<file path="config.mk">
export PLATFORM = sky130hd
export DESIGN_NAME = fetch_ctrl_flat
export DESIGN_NICKNAME = d
export VERILOG_FILES = /design/src/rtl/fetch_ctrl_if.sv /design/src/rtl/fetch_ctrl.sv /design/src/flat_wrapper.sv
export SDC_FILE = /design/constraint.sdc
export NUM_CORES = 1
export LEC_CHECK = 0
export ABC_AREA = 0
export BUFFER_PORTS_ARGS = -buffer_cell sky130_fd_sc_hd__buf_2
export CAP_MARGIN = 30
export CORE_AREA = 2 2 100 102
export CTS_CLUSTER_SIZE = 12
export DETAILED_ROUTE_END_ITERATION = 6
export DIE_AREA = 0 0 102 104
export PLACE_DENSITY = 0.76
export SETUP_SLACK_MARGIN = 0.02
export SLEW_MARGIN = 20
export SYNTH_ARGS = -nofsm -noshare
export SYNTH_HDL_FRONTEND = slang
export SYNTH_SLANG_ARGS = --single-unit
</file>
<file path="constraint.sdc">
create_clock -name clk -period 4.4 [get_ports clk]
set_input_delay 0.88 -clock clk [delete_from_list [all_inputs] [get_ports clk]]
set_output_delay 0.88 -clock clk [all_outputs]
set_load 0.02 [all_outputs]
</file>
<file path="src/rtl/fetch_ctrl_if.sv">
// Fetch-stage bundle between fetch_ctrl (master) and the PC register,
// instruction memory, hazard unit and branch/jump resolution (slave side).
interface fetch_ctrl_if #(
    parameter int WIDTH = 32,
    parameter int CNT_W = 16
);
    logic [WIDTH-1:0] pc_out;
    logic             imem_ready;
    logic             hazard_stall;
    logic             branch_taken;
    logic [WIDTH-1:0] branch_target;
    logic             jump;
    logic [WIDTH-1:0] jump_target;
    logic [WIDTH-1:0] pc_in;
    logic             stall_pc;
    logic             imem_req;
    logic [WIDTH-1:0] imem_addr;
    logic             ifid_write;
    logic             ifid_flush;
    logic             redirect_pending;
    logic [CNT_W-1:0] stall_cnt;

    modport master (
        input  pc_out, imem_ready, hazard_stall, branch_taken, branch_target,
               jump, jump_target,
        output pc_in, stall_pc, imem_req, imem_addr, ifid_write, ifid_flush,
               redirect_pending, stall_cnt
    );

    modport slave (
        output pc_out, imem_ready, hazard_stall, branch_taken, branch_target,
               jump, jump_target,
        input  pc_in, stall_pc, imem_req, imem_addr, ifid_write, ifid_flush,
               redirect_pending, stall_cnt
    );
endinterface

</file>
<file path="src/rtl/fetch_ctrl.sv">
// Fetch-stage controller: boot delay, imem handshake, next-PC selection,
// held redirects across in-flight fetches, IF/ID control and stall counting.
module fetch_ctrl #(
    parameter int WIDTH       = 32,
    parameter int BOOT_CYCLES = 2,
    parameter int CNT_W       = 16
) (
    input  logic          clk,
    input  logic          rst,
    fetch_ctrl_if.master  bus
);

    typedef enum logic {BOOT, FETCH} state_e;

    localparam int               BCW        = (BOOT_CYCLES > 1) ? $clog2(BOOT_CYCLES) : 1;
    localparam logic [BCW-1:0]   BOOT_LAST  = BCW'(BOOT_CYCLES - 1);
    localparam logic [WIDTH-1:0] ALIGN_MASK = {{(WIDTH-2){1'b1}}, 2'b00};

    state_e           state_q, state_d;
    logic [BCW-1:0]   boot_cnt_q, boot_cnt_d;
    logic             pend_valid_q, pend_valid_d;
    logic             pend_branch_q, pend_branch_d;
    logic [WIDTH-1:0] pend_tgt_q, pend_tgt_d;
    logic [CNT_W-1:0] stall_cnt_q, stall_cnt_d;

    logic             fetching;
    logic             redir;
    logic [WIDTH-1:0] redir_tgt;
    logic [WIDTH-1:0] seq_pc;
    logic [WIDTH-1:0] br_tgt;
    logic [WIDTH-1:0] jmp_tgt;
    logic [WIDTH-1:0] pc_in_c;
    logic             stall_c;
    logic             write_c;
    logic             flush_c;

    assign br_tgt  = bus.branch_target & ALIGN_MASK;
    assign jmp_tgt = bus.jump_target & ALIGN_MASK;

    always_comb begin
        // NOTE: every signal gets a default before any branch so no path leaves
        // it unassigned; a missing default here would infer a latch.
        fetching      = rst && (state_q == FETCH);
        seq_pc        = bus.pc_out + WIDTH'(4);
        pc_in_c       = seq_pc;
        stall_c       = 1'b1;
        write_c       = 1'b0;
        flush_c       = 1'b0;
        redir         = 1'b0;
        redir_tgt     = seq_pc;
        pend_valid_d  = pend_valid_q;
        pend_branch_d = pend_branch_q;
        pend_tgt_d    = pend_tgt_q;
        state_d       = state_q;
        boot_cnt_d    = boot_cnt_q;
        stall_cnt_d   = stall_cnt_q;

        if (fetching && bus.imem_ready) begin
            if (bus.branch_taken) begin
                redir     = 1'b1;
                redir_tgt = br_tgt;
            end else if (pend_valid_q) begin
                redir     = 1'b1;
                redir_tgt = pend_tgt_q;
            end else if (bus.jump) begin
                redir     = 1'b1;
                redir_tgt = jmp_tgt;
            end

            if (redir) begin
                pc_in_c       = redir_tgt;
                stall_c       = 1'b0;
                flush_c       = 1'b1;
                pend_valid_d  = 1'b0;
                pend_branch_d = 1'b0;
            end else if (!bus.hazard_stall) begin
                stall_c = 1'b0;
                write_c = 1'b1;
            end
        end else if (fetching) begin
            // A held branch is final; a held jump yields to a newer branch.
            if (bus.branch_taken && !(pend_valid_q && pend_branch_q)) begin
                pend_valid_d  = 1'b1;
                pend_branch_d = 1'b1;
                pend_tgt_d    = br_tgt;
            end else if (bus.jump && !pend_valid_q) begin
                pend_valid_d  = 1'b1;
                pend_branch_d = 1'b0;
                pend_tgt_d    = jmp_tgt;
            end
        end

        if (fetching && stall_c && (stall_cnt_q != '1)) begin
            stall_cnt_d = stall_cnt_q + CNT_W'(1);
        end

        if (state_q == BOOT) begin
            if (boot_cnt_q == BOOT_LAST) begin
                state_d = FETCH;
            end else begin
                boot_cnt_d = boot_cnt_q + BCW'(1);
            end
        end
    end

    always_ff @(posedge clk) begin
        // NOTE: state registers use non-blocking assignments so every register
        // samples the values from before this edge, independent of block order.
        if (!rst) begin
            state_q       <= BOOT;
            boot_cnt_q    <= '0;
            pend_valid_q  <= 1'b0;
            pend_branch_q <= 1'b0;
            stall_cnt_q   <= '0;
        end else begin
            state_q       <= state_d;
            boot_cnt_q    <= boot_cnt_d;
            pend_valid_q  <= pend_valid_d;
            pend_branch_q <= pend_branch_d;
            stall_cnt_q   <= stall_cnt_d;
        end
    end

    // NOTE: the pending target is left without reset; it is only ever read
    // while pend_valid_q is set, and that flag is reset.
    always_ff @(posedge clk) begin
        pend_tgt_q <= pend_tgt_d;
    end

    assign bus.pc_in            = pc_in_c;
    assign bus.stall_pc         = stall_c;
    assign bus.imem_req         = fetching;
    assign bus.imem_addr        = bus.pc_out;
    assign bus.ifid_write       = write_c;
    assign bus.ifid_flush       = flush_c;
    assign bus.redirect_pending = pend_valid_q;
    assign bus.stall_cnt        = stall_cnt_q;

endmodule

</file>
<file path="src/flat_wrapper.sv">
// flat-port wrapper written by rule: the top's interface ports become plain ports
module fetch_ctrl_flat 
#(
    parameter int WIDTH       = 32,
    parameter int BOOT_CYCLES = 2,
    parameter int CNT_W       = 16
)
  (clk, rst, bus_pc_out, bus_imem_ready, bus_hazard_stall, bus_branch_taken, bus_branch_target, bus_jump, bus_jump_target, bus_pc_in, bus_stall_pc, bus_imem_req, bus_imem_addr, bus_ifid_write, bus_ifid_flush, bus_redirect_pending, bus_stall_cnt);
  fetch_ctrl_if #(.WIDTH(WIDTH), .CNT_W(CNT_W)) bus_i ();
  input  logic clk;
  input  logic rst;
  input wire logic [$bits(bus_i.pc_out)-1:0] bus_pc_out;
  input wire logic [$bits(bus_i.imem_ready)-1:0] bus_imem_ready;
  input wire logic [$bits(bus_i.hazard_stall)-1:0] bus_hazard_stall;
  input wire logic [$bits(bus_i.branch_taken)-1:0] bus_branch_taken;
  input wire logic [$bits(bus_i.branch_target)-1:0] bus_branch_target;
  input wire logic [$bits(bus_i.jump)-1:0] bus_jump;
  input wire logic [$bits(bus_i.jump_target)-1:0] bus_jump_target;
  output wire logic [$bits(bus_i.pc_in)-1:0] bus_pc_in;
  output wire logic [$bits(bus_i.stall_pc)-1:0] bus_stall_pc;
  output wire logic [$bits(bus_i.imem_req)-1:0] bus_imem_req;
  output wire logic [$bits(bus_i.imem_addr)-1:0] bus_imem_addr;
  output wire logic [$bits(bus_i.ifid_write)-1:0] bus_ifid_write;
  output wire logic [$bits(bus_i.ifid_flush)-1:0] bus_ifid_flush;
  output wire logic [$bits(bus_i.redirect_pending)-1:0] bus_redirect_pending;
  output wire logic [$bits(bus_i.stall_cnt)-1:0] bus_stall_cnt;
  assign bus_i.pc_out = bus_pc_out;
  assign bus_i.imem_ready = bus_imem_ready;
  assign bus_i.hazard_stall = bus_hazard_stall;
  assign bus_i.branch_taken = bus_branch_taken;
  assign bus_i.branch_target = bus_branch_target;
  assign bus_i.jump = bus_jump;
  assign bus_i.jump_target = bus_jump_target;
  assign bus_pc_in = bus_i.pc_in;
  assign bus_stall_pc = bus_i.stall_pc;
  assign bus_imem_req = bus_i.imem_req;
  assign bus_imem_addr = bus_i.imem_addr;
  assign bus_ifid_write = bus_i.ifid_write;
  assign bus_ifid_flush = bus_i.ifid_flush;
  assign bus_redirect_pending = bus_i.redirect_pending;
  assign bus_stall_cnt = bus_i.stall_cnt;
  fetch_ctrl #(.WIDTH(WIDTH), .BOOT_CYCLES(BOOT_CYCLES), .CNT_W(CNT_W)) u_core (.clk(clk), .rst(rst), .bus(bus_i));
endmodule
</file>
==> flow_metrics.tcl <==
set metrics [dict create \
    clockBufferDepth 2 \
    nets 705 \
    dr.pass1.iters 4 \
    yosysSeqAreaShare_pct 31.54 \
    path_clk_slew_ns 0.08 \
    placedCellCount 727 \
    setup_tns_ns 0 \
    cts_hold_buffers 0 \
    fin_cells 738 \
    p_comb_share_pct 29.1 \
    fillers 935 \
    place.gp.congestion 0.9026 \
    drv_cap 0 \
    power.density_nw_per_um2 224.3 \
    synth_area_um2 4125 \
    drv_slew 0 \
    worstPathMaxFanout 8 \
    drt_iter0_markers 291 \
    worst_pin_slew_ns 0.7978 \
    synth_ff_type "edfxtp_1" \
    initial_core_util_pct 43.20 \
    dp.final_hpwl_um 9655 \
    switching_share_pct 31.51 \
    cts.sinks 50 \
    register_area_um2 1301 \
    dieArea_um2 10610 \
    vias_per_cell 5.688 \
    fin_crit_sh_pct 83.18 \
    leakage_nw 2.015 \
    numPortBuffers 182 \
    grtUsageTotal_pct 22.47 \
    multi_input_area_um2 2420 \
    place_area_um2 4900 \
    netlist_instances 469 \
    post_cts.repair.setup_buffers 0 \
    tritoncts "done" \
    grt_max_degree 66 \
    rows 36 \
    final_area_um2 4999 \
    ant_nets 0 \
    max_freq_ghz 0.2732 \
    first_global_vias 3936 \
    hold_class "register to register" \
    coreArea_um2 9549 \
    antenna_found_initial 3 \
    synth_warnings 0 \
    cp.arrival_ns 2.78 \
    numCtsBuffers 5 \
    vias 4198 \
    synthDistinctLibCells 52 \
    setup_viol 0 \
    die_w_um 102 \
    hold_viol 0 \
    avgSynthCellArea_um2 8.796 \
    crit_type "primary input to primary output" \
    rsz0062_at_grt "no" \
    routed_wl_um 12580 \
    synth_edf_count 30 \
    synth-seq-cells 50 \
    syn2layout_area_growth_pct 21.17 \
    rr_worst_depth 5 \
    grt_pass1_wl_um 19000 \
    cp-start-kind "primary input" \
    required_ns 3.52 \
    post_route_cells_drive_above_1_share_pct 39.04 \
    intPower_uw 767.9 \
    wl_per_cell_um 17.04 \
    drc 0 \
    fin_util_pct 52.35 \
    clkPwrFrac_pct 24.9 \
    cts_resized 0 \
    switching_power_uw 353.3 \
    max_slew_margin_pct 46.82 \
    outcome "finished, final reports clean" \
    seq_power_share_pct 46.1 \
    fin_skew_ns 0.009377 \
    cts_max_level 2 \
    synth_nets 573 \
    min_period_ns 3.660 \
    vdd_drop_max_mv 0.1303 \
    clk_latency_ns 0.31 \
    synth_async_sr_flop_share_pct 0 \
    grt-ovfl-total 0 \
    die_y_um 104 \
    ios 187 \
    endpoint_kind "primary output" \
    hold_path_depth 2 \
    cts-root-buf "clkbuf_8" \
]
per-stage QoR:
step	hold slack [ns]	power [mW]	worst slack (ns)
2_1_floorplan	0.4259	0.7368	0.03552
3_3_place_gp	0.4333	0.8452	0.7627
3_5_place_dp	0.4473	0.8521	0.7324
4_1_cts	0.4610	1.130	0.7337
5_1_grt	0.5090	1.177	0.6101
6_report	0.4587	1.121	0.7403
layout by cell type (no fill, tap or decap), types with 10 or more instances in the layout:
cell      count
a21oi_1      14
xnor2_1      11
o21ai_0      24
a221o_1      27
nand2b_1     32
buf_2       182
nor2_1       10
mux2_2       30
or4_1        10
nand2_1      30
edfxtp_1     30
nand3_1      37
inv_1        10
a31oi_1      10
mux2i_1      11
dfxtp_1      20
flip-flops by register name (all words and copies together) (netlist names):
| register | flops |
|---|---|
| u_core.boot_cnt_q | 1 |
| u_core.bus.redirect_pending | 1 |
| u_core.bus.stall_cnt | 16 |
| u_core.pend_branch_q | 1 |
| u_core.pend_tgt_q | 30 |
| u_core.state_q | 1 |
cell type report:
cell class              instances  area share, %
inverters                      11         0.8260
diodes                          3         0.1502
multi-input cells             343          48.41
well taps                     133          3.329
clock inverters                 1         0.1001
flip-flops and latches         50          26.03
repair buffers                190          19.42
clock buffers                   7          1.727
worst paths after layout:
check	from	to	slack [ns]
hold reg to reg	u_core.boot_cnt_q$_SDFFE_PN0N_	u_core.boot_cnt_q$_SDFFE_PN0N_	0.46
setup reg to reg	u_core.bus.redirect_pending$_SDFFE_PN0P_	u_core.bus.stall_cnt[0]$_SDFFE_PN0P_	1.65
setup / recovery	bus_pc_out[2]	bus_pc_in[26]	0.74
hold / removal	u_core.boot_cnt_q$_SDFFE_PN0N_	u_core.boot_cnt_q$_SDFFE_PN0N_	0.46
cells in the mapped netlist, drive strengths merged, types with 14 or more instances:
cell type	number	area share, %
a21oi	14	1.7
a221o	27	6.6
buf	37	6.7
clkbuf	28	2.5
dfxtp	20	9.7
edfxtp	30	22
mux2	30	8.2
nand2	30	2.7
nand2b	32	4.9
nand3	37	4.5
o21ai	24	2.9
worst max-delay path: stages:
cell and delay (ns):
buf_2 0.13, ha_1 0.23, nand4_1 0.25, or3_1 0.50, or4_1 0.45, a31oi_1 0.17
buf_2 0.18
kinds of logic after synthesis:
| family | share of synthesized area, % |
|---|---|
| AO/OA/AOI/OAI | 19.62 |
| XOR/XNOR | 2.972 |
| adder cells (fa/ha/maj) | 0.6065 |
| buffers and inverters | 10.25 |
| flip-flops | 31.54 |
| multiplexers | 10.86 |
| AND/OR/NAND/NOR | 24.14 |
routing by layer:
metal | global-route usage, % | share of wire (%) | wire length [µm]
met5 | 0 | 0 | 0
met3 | 5.040 | 8.1 | 1022
met2 | 38.77 | 49 | 6163
met1 | 26.63 | 40 | 5004
met4 | 8.952 | 3.1 | 386
power groups by stage:
stage / logic (mW) / clock network, mW / registers (mW)
floorplan: 0.211 / 0 / 0.526
global placement: 0.319 / 0 / 0.527
detailed placement: 0.325 / 0 / 0.527
CTS: 0.326 / 0.287 / 0.517
global route: 0.354 / 0.305 / 0.518
finish: 0.326 / 0.279 / 0.517
(Power assumes the default switching activity.)
